===== config.mk =====
export PLATFORM = sky130hd
export DESIGN_NAME = vecmac_acc_collector
export DESIGN_NICKNAME = d
export VERILOG_FILES = /design/src/rtl/vecmac_acc_collector.sv
export SDC_FILE = /design/constraint.sdc
export NUM_CORES = 1
export LEC_CHECK = 0
export BUFFER_PORTS_ARGS = -buffer_cell sky130_fd_sc_hd__buf_2
export CAP_MARGIN = 20
export CORE_ASPECT_RATIO = 1.1
export CORE_MARGIN = 2
export CORE_UTILIZATION = 54
export DETAILED_ROUTE_END_ITERATION = 8
export GPL_ROUTABILITY_DRIVEN = 0
export PLACE_DENSITY = 0.82
export SLEW_MARGIN = 20
export SYNTH_ARGS = -nofsm -noshare
export SYNTH_HDL_FRONTEND = slang
export SYNTH_SLANG_ARGS = --single-unit

===== constraint.sdc =====
create_clock -name clk -period 9.8 [get_ports clk]
set_clock_uncertainty 0.05 [all_clocks]
set_input_delay 1.96 -clock clk [delete_from_list [all_inputs] [get_ports clk]]
set_output_delay 1.96 -clock clk [all_outputs]
set_load 0.05 [all_outputs]

===== src/rtl/vecmac_acc_collector.sv =====
// rtl/vecmac_acc_collector.sv - dot-product accumulator, result FIFO and issue credits for the int8 vector MAC
// Optional feature macro: VECMAC_ACC_SAT_EN (saturate overflowed results to all-ones)

module vecmac_acc_collector #(
  parameter int ACC_W      = 32,
  parameter int LEN_W      = 8,
  parameter int FIFO_DEPTH = 4
) (
  input  logic             clk,
  input  logic             rst,
  input  logic [LEN_W-1:0] cfg_len,
  input  logic             issue_valid,
  output logic             issue_ready,
  input  logic             mac_valid,
  input  logic [17:0]      mac_sum,
  output logic             m_valid,
  input  logic             m_ready,
  output logic [ACC_W-1:0] m_data,
  output logic             m_ovf,
  output logic             busy,
  output logic             err
);

  localparam int SLOT_W = $clog2(FIFO_DEPTH + 1);
  localparam int PTR_W  = $clog2(FIFO_DEPTH);
  // Enough headroom for every beat of every reserved dot product to be in flight.
  localparam int OUT_W  = LEN_W + SLOT_W;

  // Issue-side state
  logic [LEN_W-1:0]  issue_cnt_q, issue_cnt_d;
  logic [SLOT_W-1:0] slots_used_q, slots_used_d;
  logic [OUT_W-1:0]  outstanding_q, outstanding_d;

  // Receive-side state
  logic [LEN_W-1:0]  rx_cnt_q, rx_cnt_d;
  logic [ACC_W-1:0]  acc_q, acc_d;
  logic              ovf_q, ovf_d;

  // Result FIFO state
  logic [ACC_W-1:0]  mem_data_q [FIFO_DEPTH];
  logic [ACC_W-1:0]  mem_data_d [FIFO_DEPTH];
  logic              mem_ovf_q  [FIFO_DEPTH];
  logic              mem_ovf_d  [FIFO_DEPTH];
  logic [PTR_W-1:0]  wr_ptr_q, wr_ptr_d;
  logic [PTR_W-1:0]  rd_ptr_q, rd_ptr_d;
  logic [SLOT_W-1:0] fifo_cnt_q, fifo_cnt_d;

  logic              err_q, err_d;

  // Combinational helpers
  logic [LEN_W-1:0]  len_m1;
  logic              issue_fire;
  logic              reserve;
  logic              pop;
  logic              mac_accept;
  logic              stale_beat;
  logic              last_beat;
  logic              fifo_full;
  logic              push_ok;
  logic              push_drop;
  logic [ACC_W-1:0]  acc_base;
  logic              ovf_base;
  logic [ACC_W:0]    sum_ext;
  logic [ACC_W-1:0]  acc_next;
  logic              ovf_next;
  logic [ACC_W-1:0]  res_data;

  // A new dot product may only start when a FIFO slot is free; continuation beats always pass.
  assign issue_ready = !((issue_cnt_q == '0) && (slots_used_q == SLOT_W'(FIFO_DEPTH)));
  assign m_valid     = (fifo_cnt_q != '0);
  assign m_data      = mem_data_q[rd_ptr_q];
  assign m_ovf       = mem_ovf_q[rd_ptr_q];
  assign busy        = (issue_cnt_q != '0) || (slots_used_q != '0);
  assign err         = err_q;

  // Credit accounting, beat accumulation and FIFO push/pop bookkeeping.
  always_comb begin
    len_m1        = (cfg_len == '0) ? '0 : cfg_len - LEN_W'(1);

    issue_fire    = issue_valid && issue_ready;
    reserve       = issue_fire && (issue_cnt_q == '0);
    pop           = m_valid && m_ready;

    issue_cnt_d   = issue_cnt_q;
    if (issue_fire) begin
      issue_cnt_d = (issue_cnt_q == len_m1) ? '0 : issue_cnt_q + LEN_W'(1);
    end
    slots_used_d  = slots_used_q + SLOT_W'(reserve) - SLOT_W'(pop);

    // A beat with nothing in flight cannot belong to any issued dot product.
    mac_accept    = mac_valid && (outstanding_q != '0);
    stale_beat    = mac_valid && (outstanding_q == '0);
    outstanding_d = outstanding_q + OUT_W'(issue_fire) - OUT_W'(mac_accept);

    acc_base      = (rx_cnt_q == '0) ? '0 : acc_q;
    ovf_base      = (rx_cnt_q == '0) ? 1'b0 : ovf_q;
    sum_ext       = {1'b0, acc_base} + (ACC_W + 1)'(mac_sum);
    acc_next      = sum_ext[ACC_W-1:0];
    ovf_next      = ovf_base | sum_ext[ACC_W];
`ifdef VECMAC_ACC_SAT_EN
    res_data      = ovf_next ? '1 : acc_next;
`else
    res_data      = acc_next;
`endif

    last_beat     = mac_accept && (rx_cnt_q == len_m1);

    rx_cnt_d      = rx_cnt_q;
    acc_d         = acc_q;
    ovf_d         = ovf_q;
    if (mac_accept) begin
      rx_cnt_d    = last_beat ? '0 : rx_cnt_q + LEN_W'(1);
      acc_d       = acc_next;
      ovf_d       = ovf_next;
    end

    // When full, a simultaneous pop frees the head slot, which is exactly where wr_ptr points.
    fifo_full     = (fifo_cnt_q == SLOT_W'(FIFO_DEPTH));
    push_ok       = last_beat && (!fifo_full || pop);
    push_drop     = last_beat && fifo_full && !pop;

    mem_data_d    = mem_data_q;
    mem_ovf_d     = mem_ovf_q;
    wr_ptr_d      = wr_ptr_q;
    rd_ptr_d      = rd_ptr_q;
    if (push_ok) begin
      mem_data_d[wr_ptr_q] = res_data;
      mem_ovf_d[wr_ptr_q]  = ovf_next;
      wr_ptr_d             = wr_ptr_q + PTR_W'(1);
    end
    if (pop) begin
      rd_ptr_d    = rd_ptr_q + PTR_W'(1);
    end
    fifo_cnt_d    = fifo_cnt_q + SLOT_W'(push_ok) - SLOT_W'(pop);

    err_d         = err_q || stale_beat || push_drop;
  end

  // State registers; reset clears counters, accumulator and FIFO contents so m_data reads zero.
  always_ff @(posedge clk or posedge rst) begin
    if (rst) begin
      issue_cnt_q   <= '0;
      slots_used_q  <= '0;
      outstanding_q <= '0;
      rx_cnt_q      <= '0;
      acc_q         <= '0;
      ovf_q         <= 1'b0;
      mem_data_q    <= '{default: '0};
      mem_ovf_q     <= '{default: 1'b0};
      wr_ptr_q      <= '0;
      rd_ptr_q      <= '0;
      fifo_cnt_q    <= '0;
      err_q         <= 1'b0;
    end else begin
      issue_cnt_q   <= issue_cnt_d;
      slots_used_q  <= slots_used_d;
      outstanding_q <= outstanding_d;
      rx_cnt_q      <= rx_cnt_d;
      acc_q         <= acc_d;
      ovf_q         <= ovf_d;
      mem_data_q    <= mem_data_d;
      mem_ovf_q     <= mem_ovf_d;
      wr_ptr_q      <= wr_ptr_d;
      rd_ptr_q      <= rd_ptr_d;
      fifo_cnt_q    <= fifo_cnt_d;
      err_q         <= err_d;
    end
  end

endmodule


==> load_flow_metrics.sql <==
INSERT INTO impl_metrics (metric_group, metric, value, unit) VALUES
('timing', 'setup_total_negative_slack', '0', 'ns'),
('power_and_ir_drop', 'sequential_fraction_of_design_power', '34.6', '%'),
('critical_path', 'worst-r2r-cell-count', '14', ''),
('run', 'timing.max_cap.violations', '0', ''),
('clock_network', 'cts_tree', 'done', ''),
('timing', 'timing.max_slew.rel_slack', '39.8', '%'),
('logic_synthesis', 'syn_area', '0.0110', 'mm^2'),
('timing', 'setup_viol', '0', ''),
('logic_synthesis', 'syn_avg_cell_area', '11.7', 'um^2'),
('logic_synthesis', 'ranking_of_synthesized_cells_by_area', 'dfrtp_1 (46%), mux2_2 (11%), mux4_2 (6.8%), ha_1 (5.2%), nand2_1 (3.6%)', ''),
('logic_synthesis', 'synth.distinct_cells', '62', ''),
('min_path', 'min_path_type', 'flop to flop', ''),
('routing', 'routed_via_density', '5.87', ''),
('clock_network', 'insertion_delay', '0.50', 'ns'),
('grt', 'grt_start_max_net_pins', '135', ''),
('logic_synthesis', 'yosys.area_share.simple', '12.1', '%'),
('grt', 'globalRouteMet2Util', '39.4', '%'),
('placed_design', 'numPlacedInstances', '1230', ''),
('critical_path', 'timing.critical_path.fanout_max', '9', ''),
('status', 'outcome', 'finished clean', ''),
('power_and_ir_drop', 'p_switching', '1170', 'uW'),
('grt', 'top_usage_layer', 'met2', ''),
('floorplan', 'num_rows', '54', ''),
('routing', 'antenna_left', '0', ''),
('grt', 'grt.total_usage', '22.4', '%'),
('clock_network', 'cts_inserted_buffers', '22', ''),
('power_and_ir_drop', 'netSwitchingFraction', '36.4', '%'),
('logic_synthesis', 'synth.net_count', '1023', ''),
('finish', 'layout.core_utilization', '61.7', '%'),
('clock_network', 'max-clock-path-buffers', '3', ''),
('grt', 'gr_met3_demand_resource', '3.33', '%'),
('critical_path', 'crit_path_max_cell_delay', '0.61', 'ns'),
('logic_synthesis', 'synth_mux_area_share', '19.0', '%'),
('power_and_ir_drop', 'p_int', '2040', 'uW'),
('critical_path', 'cp.required', '10.18', 'ns'),
('logic_synthesis', 'synth_edf_count', '0', ''),
('critical_path', 'timing.critical_path.slowest_stage_cell', 'or4_1', ''),
('critical_path', 'timing.critical_path.to_type', 'flop', ''),
('critical_path', 'timing_worst_setup_path_type', 'primary input to flop', ''),
('logic_synthesis', 'synth.cells.most_frequent', 'dfrtp_1 (203), mux2_2 (111), nand2_1 (104), o21ai_0 (56), ha_1 (46)', ''),
('power_and_ir_drop', 'power.share.clock', '27.9', '%'),
('clock_network', 'number_of_sinks_driven_by_the_clock_tree', '203', ''),
('grt', 'first_global_vias', '7786', ''),
('timing', 'period_share', '54.9', '%'),
('logic_synthesis', 'post_synth_xor_area_fraction', '4.91', '%'),
('finish', 'drive_above_1_share', '26.5', '%'),
('logic_synthesis', 'main_combinational_cell_family_by_area_after_synthesis', 'multiplexers', ''),
('power_and_ir_drop', 'static_leakage_power', '0.00592', 'uW'),
('min_path', 'worstHoldPathCells', '2', ''),
('clock_network', 'root_buffer_cell', 'clkbuf_16', ''),
('logic_synthesis', 'seq_area_frac_synth', '46.3', '%'),
('logic_synthesis', 'synthArstFlopShare', '100', '%'),
('floorplan', 'floorplan.core_area', '0.0199', 'mm^2'),
('finish', 'finalNonFillerCells', '1270', ''),
('floorplan', 'initial_utilization', '55.3', '%'),
('timing', 'rsz0062_at_grt', 'no', ''),
('grt', 'grt.met1_usage', '29.6', '%'),
('floorplan', 'fp.dieArea', '0.0215', 'mm^2'),
('clock_network', 'postCtsSetupBuffers', '0', ''),
('power_and_ir_drop', 'ir_worst_vdd', '0.172', 'mV'),
('finish', 'layout-area-overhead-vs-synth', '11.7', '%'),
('timing', 'peak_clock_frequency_supported_by_timing', '0.186', 'GHz'),
('floorplan', 'width_of_the_die', '140', 'um'),
('clock_network', 'clock_tree.htree_level_count', '1', ''),
('timing', 'worst_pin_slew', '0.903', 'ns'),
('timing', 'drv_slew', '0', ''),
('logic_synthesis', 'syn-instance-count', '942', ''),
('clock_network', 'worst_setup_hold_path_clk_slew', '0.06', 'ns'),
('routing', 'detail_route.wl_per_cell', '18.5', 'um'),
('placed_design', 'placement.io_buffers', '67', ''),
('finish', 'insertedDiodeCount', '0', '');
-- sequential cells by signal, indices dropped and copies added, names as in the netlist --
signal / cells
mem_ovf_q: 4
rx_cnt_q: 8
acc_q: 32
wr_ptr_q: 2
issue_cnt_q: 8
slots_used_q: 3
mem_data_q: 128
fifo_cnt_q: 3
err: 1
outstanding_q: 11
rd_ptr_q: 2
ovf_q: 1
-- metrics by stage --
stage | instance area [um^2] | setup WS, ns | total power (uW) | hold slack [ns]
after CTS | 12300 | 4.45 | 3220 | 0.416
after global placement | 11500 | 4.05 | 2270 | 0.399
after global routing | 12300 | 4.22 | 3430 | 0.434
after floorplan | 11000 | 2.25 | 2040 | 0.388
after detailed placement | 11500 | 3.91 | 2310 | 0.396
final | 12300 | 4.42 | 3200 | 0.414
-- layout make-up --
class	count	area, um^2
fillers	1573	7600
flip-flops and latches	203	5080
well taps	252	315
clock inverters	6	111
multi-input cells	664	5540
repair buffers	73	380
clock buffers	34	687
inverters	38	150
-- cells in the final DEF (no fill, tap or decap), types with 4 or more instances in the layout --
| cell | Yosys | layout |
|---|---|---|
| clkbuf_1 | 21 | 4 |
| mux2_2 | 111 | 111 |
| nand2_1 | 104 | 104 |
| buf_4 | 0 | 6 |
| mux2_4 | 5 | 5 |
| xnor2_1 | 33 | 33 |
| xor2_1 | 26 | 26 |
| o31ai_1 | 5 | 5 |
| ha_1 | 46 | 46 |
| nor2_1 | 36 | 36 |
| and2_1 | 22 | 22 |
| a21o_1 | 12 | 12 |
| o21bai_1 | 6 | 6 |
| o21ai_0 | 56 | 56 |
| or3_1 | 9 | 9 |
| buf_2 | 0 | 67 |
| inv_1 | 37 | 36 |
| a21oi_1 | 34 | 34 |
| nor3_1 | 9 | 9 |
| nand4_1 | 8 | 8 |
| and3_1 | 7 | 7 |
| mux4_2 | 33 | 33 |
| nand2b_1 | 12 | 12 |
| fa_1 | 4 | 4 |
| nor2b_1 | 7 | 7 |
| o211ai_1 | 5 | 5 |
| clkbuf_8 | 0 | 7 |
| a211oi_1 | 4 | 4 |
| nand3_1 | 16 | 16 |
| nand4_4 | 4 | 4 |
| dfrtp_1 | 203 | 202 |
| clkbuf_16 | 0 | 23 |
| a22o_1 | 4 | 4 |
-- cells by family (layout without fill, tap and decap cells) --
group,after synthesis,count (layout)
AO/OA/AOI/OAI,150,150
XOR/XNOR,60,60
adder cells (fa/ha/maj),50,50
buffers and inverters,75,151
flip-flops,203,203
multiplexers,151,151
AND/OR/NAND/NOR,253,253
-- power groups by stage --
stage / clock network (uW) / logic, uW / registers (uW)
after floorplan: 0 / 971 / 1070
after global placement: 0 / 1160 / 1110
after detailed placement: 0 / 1200 / 1110
after CTS: 910 / 1210 / 1110
after global routing: 946 / 1360 / 1130
final: 893 / 1200 / 1110
-- per-layer routing --
layer  vias up  part of all wire [%]
met5         -                     0
li1       3495                     -
met2       145                    52
met4         0                   1.5
met1      3784                    42
met3        36                   4.0
-- worst paths after layout --
kind / startpoint / end
max: cfg_len[0] / fifo_cnt_q[2]
min: acc_q[0] / acc_q[0]
max reg2reg: rx_cnt_q[3] / mem_data_q[56]
min reg2reg: acc_q[0] / acc_q[0]
max in group asynchronous: rst / mem_data_q[49]
min in group asynchronous: rst / slots_used_q[1]
-- critical path: cells and delay by family --
kind | cells | cell delay, ns
and+or+nand+nor | 6 | 1.84
AOI/OAI and AO/OA | 1 | 0.30
adders and majority gates | 4 | 1.00
xor gates and xnor gates | 2 | 0.31
buffers and inverters | 4 | 0.33
Note: power is estimated with default switching activity, not from simulation.
